File: config.mk
export PLATFORM = sky130hd
export DESIGN_NAME = quadrature_gen
export DESIGN_NICKNAME = d
export VERILOG_FILES = /design/src/rtl/quadrature_gen.sv
export SDC_FILE = /design/constraint.sdc
export NUM_CORES = 1
export LEC_CHECK = 0
export ABC_CLOCK_PERIOD_IN_PS = 4750
export CAP_MARGIN = 20
export CORE_MARGIN = 10
export CORE_UTILIZATION = 45
export CTS_CLUSTER_DIAMETER = 80
export DETAILED_ROUTE_END_ITERATION = 6
export PLACE_DENSITY_LB_ADDON = 0.3
export SETUP_SLACK_MARGIN = 0.05
export SLEW_MARGIN = 20
export SYNTH_ARGS = -nofsm -noshare
export SYNTH_HDL_FRONTEND = slang
export SYNTH_SLANG_ARGS = --single-unit
export TNS_END_PERCENT = 10
File: constraint.sdc
create_clock -name clock0 -period 4.75 [get_ports clock0]
set_clock_uncertainty 0.1 [all_clocks]
set_input_delay 1.425 -clock clock0 [delete_from_list [all_inputs] [get_ports clock0]]
set_output_delay 1.425 -clock clock0 [all_outputs]
set_load 0.005 [all_outputs]
File: src/rtl/quadrature_gen.sv
// -----------------------------------------------------------------------------
// quadrature_gen
//   Emits a two-bit Gray-coded quadrature pattern {B,A} that mimics a rotary
//   encoder turning a commanded number of steps in a chosen direction. It is
//   meant to drive the rotary input of a rotary decoder. One Gray step is
//   emitted every PHASE_CYCLES clocks, and a signed running step total is kept.
//
// Ports
//   clock0     in   clock, all state updates on the rising edge
//   reset      in   asynchronous active-high reset
//   cmd_valid  in   command request (accepted only when cmd_ready)
//   cmd_dir    in   0 = clockwise, 1 = counter-clockwise
//   cmd_count  in   number of quadrature steps to emit
//   abort      in   stop the active command (only effective while busy)
//   cmd_ready  out  idle, a command can be accepted
//   rotary     out  quadrature pair {B,A}
//   busy       out  command executing
//   done       out  one-cycle completion pulse
//   aborted    out  last command ended by abort (valid with done)
//   position   out  signed running step total (wraps modulo 2^16)
// -----------------------------------------------------------------------------
module quadrature_gen #(
    parameter int PHASE_CYCLES = 16,
    parameter int COUNT_WIDTH  = 8
) (
    input  logic                   clock0,
    input  logic                   reset,
    input  logic                   cmd_valid,
    input  logic                   cmd_dir,
    input  logic [COUNT_WIDTH-1:0] cmd_count,
    input  logic                   abort,
    output logic                   cmd_ready,
    output logic [1:0]             rotary,
    output logic                   busy,
    output logic                   done,
    output logic                   aborted,
    output logic [15:0]            position
);

    localparam logic [15:0] RELOAD = 16'(PHASE_CYCLES - 1);

    typedef enum logic [1:0] {IDLE, HOLD, DONE} state_t;

    state_t                 state_q, state_d;
    logic [15:0]            timer_q, timer_d;
    logic [COUNT_WIDTH-1:0] remaining_q, remaining_d;
    logic                   dir_q, dir_d;
    logic [1:0]             rotary_q, rotary_d;
    logic [15:0]            position_q, position_d;
    logic                   done_q, done_d;
    logic                   aborted_q, aborted_d;

    // One Gray step from the current code. CW walks 00->01->11->10, CCW the
    // reverse; in both cases exactly one bit flips.
    function automatic logic [1:0] gray_step(input logic [1:0] c, input logic ccw);
        return ccw ? {~c[0], c[1]} : {c[0], ~c[1]};
    endfunction

    always_ff @(posedge clock0 or posedge reset) begin
        if (reset) begin
            state_q     <= IDLE;
            timer_q     <= '0;
            remaining_q <= '0;
            dir_q       <= 1'b0;
            rotary_q    <= 2'b00;
            position_q  <= '0;
            done_q      <= 1'b0;
            aborted_q   <= 1'b0;
        end else begin
            state_q     <= state_d;
            timer_q     <= timer_d;
            remaining_q <= remaining_d;
            dir_q       <= dir_d;
            rotary_q    <= rotary_d;
            position_q  <= position_d;
            done_q      <= done_d;
            aborted_q   <= aborted_d;
        end
    end

    always_comb begin
        state_d     = state_q;
        timer_d     = timer_q;
        remaining_d = remaining_q;
        dir_d       = dir_q;
        rotary_d    = rotary_q;
        position_d  = position_q;
        done_d      = 1'b0;
        aborted_d   = aborted_q;

        case (state_q)
            IDLE: begin
                // abort is irrelevant here; a simultaneous command still goes in
                if (cmd_valid) begin
                    dir_d       = cmd_dir;
                    remaining_d = cmd_count;
                    aborted_d   = 1'b0;
                    timer_d     = RELOAD;
                    state_d     = (cmd_count == '0) ? DONE : HOLD;
                end
            end
            HOLD: begin
                if (abort) begin
                    // abort beats a coincident step: code and position hold
                    aborted_d = 1'b1;
                    state_d   = DONE;
                end else if (timer_q == '0) begin
                    rotary_d    = gray_step(rotary_q, dir_q);
                    position_d  = dir_q ? position_q - 16'd1 : position_q + 16'd1;
                    remaining_d = remaining_q - 1'b1;
                    if (remaining_q == COUNT_WIDTH'(1)) begin
                        state_d = DONE;
                    end else begin
                        timer_d = RELOAD;
                    end
                end else begin
                    timer_d = timer_q - 16'd1;
                end
            end
            DONE: begin
                // first DONE cycle raises the registered pulse, second leaves
                if (!done_q) begin
                    done_d = 1'b1;
                end else begin
                    state_d = IDLE;
                end
            end
            default: state_d = IDLE;
        endcase
    end

    assign cmd_ready = (state_q == IDLE);
    assign busy      = (state_q == HOLD);
    assign done      = done_q;
    assign aborted   = aborted_q;
    assign rotary    = rotary_q;
    assign position  = position_q;

endmodule

### Yosys cells after proc, flatten, opt, wreduce, memory -nomap -nowiden

Index checks and enable logic that the tools add are counted.

| storage, ports and cells | value |
|---|---|
| bits in registers | 47 |
| output and inout port bits | 22 |
| logic and storage cells | 59 |

| operators by class | value |
|---|---|
| add/sub/neg operators | 4 |
| equality and inequality tests | 11 |
| muxes and demuxes | 23 |
| bitwise logic cells | 3 |
| reductions and logical operators | 10 |

Operators by type and width:

| cell | number |
|---|---|
| two-way mux 16 bit | 5 |
| case mux 16 bit (2 select lines) | 1 |
| subtractor 16 x 1 -> 16 bit, second input constant | 2 |
| two-way mux 8 bit | 3 |
| adder 16 x 1 -> 16 bit, second input constant | 1 |
| zero test 16 bit | 1 |
| case mux 8 bit (2 select lines) | 1 |
| two-way mux 2 bit | 7 |
| AND reduction 4 bit | 3 |
| == test 8 x 1 -> 1 bit, second input constant | 1 |
| zero test 8 bit | 1 |
| inequality test 2 bit, second input constant | 4 |
| subtractor 8 x 1 -> 8 bit, second input constant | 1 |
| inequality test 3 x 2 -> 1 bit, second input constant | 2 |
| case mux 2 bit (3 select lines) | 1 |
| AND reduction 3 bit | 2 |
| two-way mux 1 bit | 4 |
| inequality test 3 bit, second input constant | 1 |
| NOT 1 bit | 3 |
| == test 2 x 1 -> 1 bit, second input constant | 1 |
| == test 2 bit, second input constant | 1 |
| zero test 2 bit | 1 |
| inequality test 2 x 1 -> 1 bit, second input constant | 1 |
| case mux 1 bit (2 select lines) | 1 |
| 2 further kinds | 2 |

### Longest topological paths before layout

| logic depth | value |
|---|---|
| depth after elaboration | 5 |
| mapped depth | 9 |

### Worst setup path before layout

OpenSTA, ideal clock, no wires.

| timing path | value |
|---|---|
| kind | input to register |
| start | input abort |
| end | register timer_q[15] |
| library setup time | 77 ps |
| arrival time | 2798 ps |
| data required time | 4573 ps |
| path slack | 1775 ps |
| stages | 6 |
| buffers on the path | 1 |
| cells stage by stage | nand2b_1 > a21oi_1 > o31ai_4 > clkbuf_1 > or4_1 > a21oi_1 |

| between the ends | value |
|---|---|
| longest elaborated chain between the ends | 2 |

Ends and longest elaborated chain:

| item | RTL line | source |
|---|---|---|
| from (decl) | 31 | `input logic abort,` |
| inequality test 2 bit (no line) | - |  |
| AND reduction 4 bit (no line) | - |  |
| to (signal assigned) | 71 | `timer_q <= timer_d;` |
| to (decl) | 45 | `logic [15:0] timer_q, timer_d;` |

Every way passes these cells.
A chain may end at the register's enable or synchronous reset.

### Worst setup path in the final report

| timing path | value |
|---|---|
| start | register state_q[1] |
| end | output busy |

| between the ends | value |
|---|---|
| longest elaborated chain between the ends | 1 |

Ends and longest elaborated chain:

| item | RTL line | source |
|---|---|---|
| from (decl) | 44 | `state_t state_q, state_d;` |
| from (signal assigned) | 70 | `state_q <= state_d;` |
| == test 2 x 1 -> 1 bit | 133 | `assign busy = (state_q == HOLD);` |
| to (decl) | 34 | `output logic busy,` |

Every way passes these cells.

==> out/qor.txt <==
Sw Share: 43.1%
sw power: 0.619 mW
initial antenna violation count: 0
WP data required: 3.22 ns
cells along the critical path: nand2b_1 -> inv_1 -> clkdlybuf4s50_1
dpl hpwl: 5290 microns
CTS Hold Bufs: 0
layout cells sized above 1: 5.29%
layer with the highest usage: met2
Crit. End Element: primary output
Post-CTS Resized: 0
CTS Sinks: 47
Area growth syn-to-layout: 15.0%
TritonCTS Buffers: 5
unrepaired setup endpoints after global routing: no
met3 usage in global routing: 3.22%
ys async rst share: 100%
Hold Path Class: register to register
Hold Slack: 0.376 ns
Slew HR: 34.1%
vias in the first global route: 2665
clock insertion delay at the later pin of the skew report: 0.30 ns
most common cell in the netlist: dfrtp_1
Starting Density: 46.2%
diode count: 0
CP Class: register to primary output
Synth Warn #: 0
setup violators final: 0
post-route ant nets: 0
Final Slew Violations: 0
post-synth cell types: 52
WP data arrival: 2.18 ns
Synthesized Nets: 383
Max stage delay on crit path: 0.59 ns
largest net degree at the start of global routing: 48
root buf cell: clkbuf_8
DRT Pass-1 Iters: 4
GR Layer Usage met2: 21.5%
cell row count: 30
Seq pwr share: 38.4%
Post-synth EDFFs: 0
nets: 410
Achievable Freq: 0.270 GHz
peak supply drop: 216 uV
Yosys top cell area share: 37.5%
synth top area cells: dfrtp_1 37%, ha_1 6.8%, a21oi_1 5.1%, nand2_1 3.7%, or4_1 3.6%
beginning of the critical path: state_q[1]
Hold Path Cell Cnt: 1
CTS tree: done
Post-Syn Instances: 352
pwr dens: 398 mW/mm^2
fin area: 0.00361 sq mm
Residual DRC: 0
Die H: 104 microns
TNS Setup: 0 ns
CTS H-tree lvls: 2
post-synthesis sequential area ratio: 37.5%
CP Launch Type: register
Tot GR Track Use: 13.2%
core area: 0.00679 sq mm
syn avg cell area: 8.92 sq um
chip width: 104 microns
Hold Startpoint: done
drt wl/cell: 15.2 microns
Reg2Reg Depth: 5
dominant cell type by area after synthesis: dfrtp_1
1st-iter DRT viols: 167
Clock Power Share: 16.0%
CP max-delay cell: clkdlybuf4s50_1
worst r2r dst: remaining_q[0]
port bufs: 34
met1 Use GR: 17.1%
Slew @ Worst Pin: 0.989 ns
combinational share of power: 45.6%
Post-synth top cells: 47 x dfrtp_1, 32 x a21oi_1, 31 x nand2_1
maximum fanout along the worst path: 17
final wirelength: 7220 microns
DP Area: 0.00354 sq mm
LEAKAGE: 1.48 nW
Reg clk slew, reported paths: 0.08 ns
die area: 0.0107 sq mm
Bufs on Longest Clock Path: 2
Int Pwr: 0.817 mW
routed vias/inst: 5.93
Synth Flop Type: dfrtp_1
reg2reg start: timer_q[2]
synthesized area: 0.00314 sq mm
final hold vios: 0
Max Cap Viol: 0
Yosys reg bits: 47
routed via count: 2813
fin crit period: 3.71 ns
GRT overflow: 0
Ports: 35
Pwr Total: 1.44 mW
R2R setup slack: 1.72 ns
global-route wire length before repair: 12600 microns
Post-CTS Setup Bufs: 0
status: complete, no violations
fin crit share: 78.0%
Hold EP: done
Placer Congestion: 0.859
## registers in the layout, summed over array words and instances, names as in the netlist
signal / cells
rotary: 2
dir_q: 1
aborted: 1
timer_q: 16
state_q: 2
remaining_q: 8
done: 1
position: 16
## area by class of cell
type	instances	area, sq um
Fill cell	627	3180
Multi-Input combinational cell	277	1840
Tap cell	96	120
Inverter	12	46.3
Clock buffer	6	72.6
Timing Repair Buffer	36	355
Sequential cell	47	1180
## worst max path at each step
stage	to	slack, ns
after global placement	timer_q[13]	1.28
final	busy	1.04
after detailed placement	position[13]	1.20
after CTS	busy	1.04
after floorplan	timer_q[15]	1.77
after global routing	busy	0.90
## metrics by stage
step / worst slack [ns] / utilization, % / cells
global route: 0.896 / 53.1 / 474
finish: 1.04 / 53.1 / 474
global placement: 1.28 / 52.1 / 468
CTS: 1.04 / 53.1 / 474
detailed placement: 1.20 / 52.1 / 468
floorplan: 1.77 / - / 352
## per-layer routing
metal | vias up | part of all wire [%]
li1 | 1381 | -
met1 | 1358 | 46
met2 | 65 | 48
met3 | 9 | 4.2
met4 | 0 | 1.2
met5 | - | 0
## cells in the final DEF (no fill, tap or decap), types with 3 or more instances in the layout
cell type and count:
inv_1 11, o2bb2ai_1 4, nand3_1 10, clkbuf_8 5, o21bai_1 3, clkdlybuf4s50_1 34
ha_1 17, o21ai_0 22, nor2_1 13, o21a_1 3, or4_1 15, a21oi_1 32
nor2b_1 7, o211ai_1 4, nor3_1 12, a211oi_1 3, nand2b_1 5, a21o_1 4
xnor2_1 4, or3_1 11, and3_1 4, mux2i_1 3, xor2_1 9, o21ai_1 4
nand4_1 7, a31oi_1 7, nand2_1 31, o31ai_1 12, or2_2 4, dfrtp_1 47
## cells by family after synthesis
logic type / synth area share [%]
AOI/OAI and AO/OA: 23.4
xor gates and xnor gates: 3.63
adders and majority gates: 7.41
buffers and inverters: 3.91
DFF: 37.5
muxes: 1.67
and+or+nand+nor: 22.5
## power by group through the flow
stage / Combinational [mW] / Clock, mW / Sequential (mW)
5_1_grt: 0.736 / 0.252 / 0.563
3_3_place_gp: 0.634 / 0 / 0.555
2_1_floorplan: 0.529 / 0 / 0.528
4_1_cts: 0.653 / 0.239 / 0.550
6_report: 0.654 / 0.230 / 0.552
3_5_place_dp: 0.652 / 0 / 0.557
## worst max-delay path, delay by kind of cell, from the launching register on
kind,cells,cell delay (ns)
buf+inv,2,1.02
simple gates,1,0.43
flops,1,0.42
(Power assumes the default switching activity.)
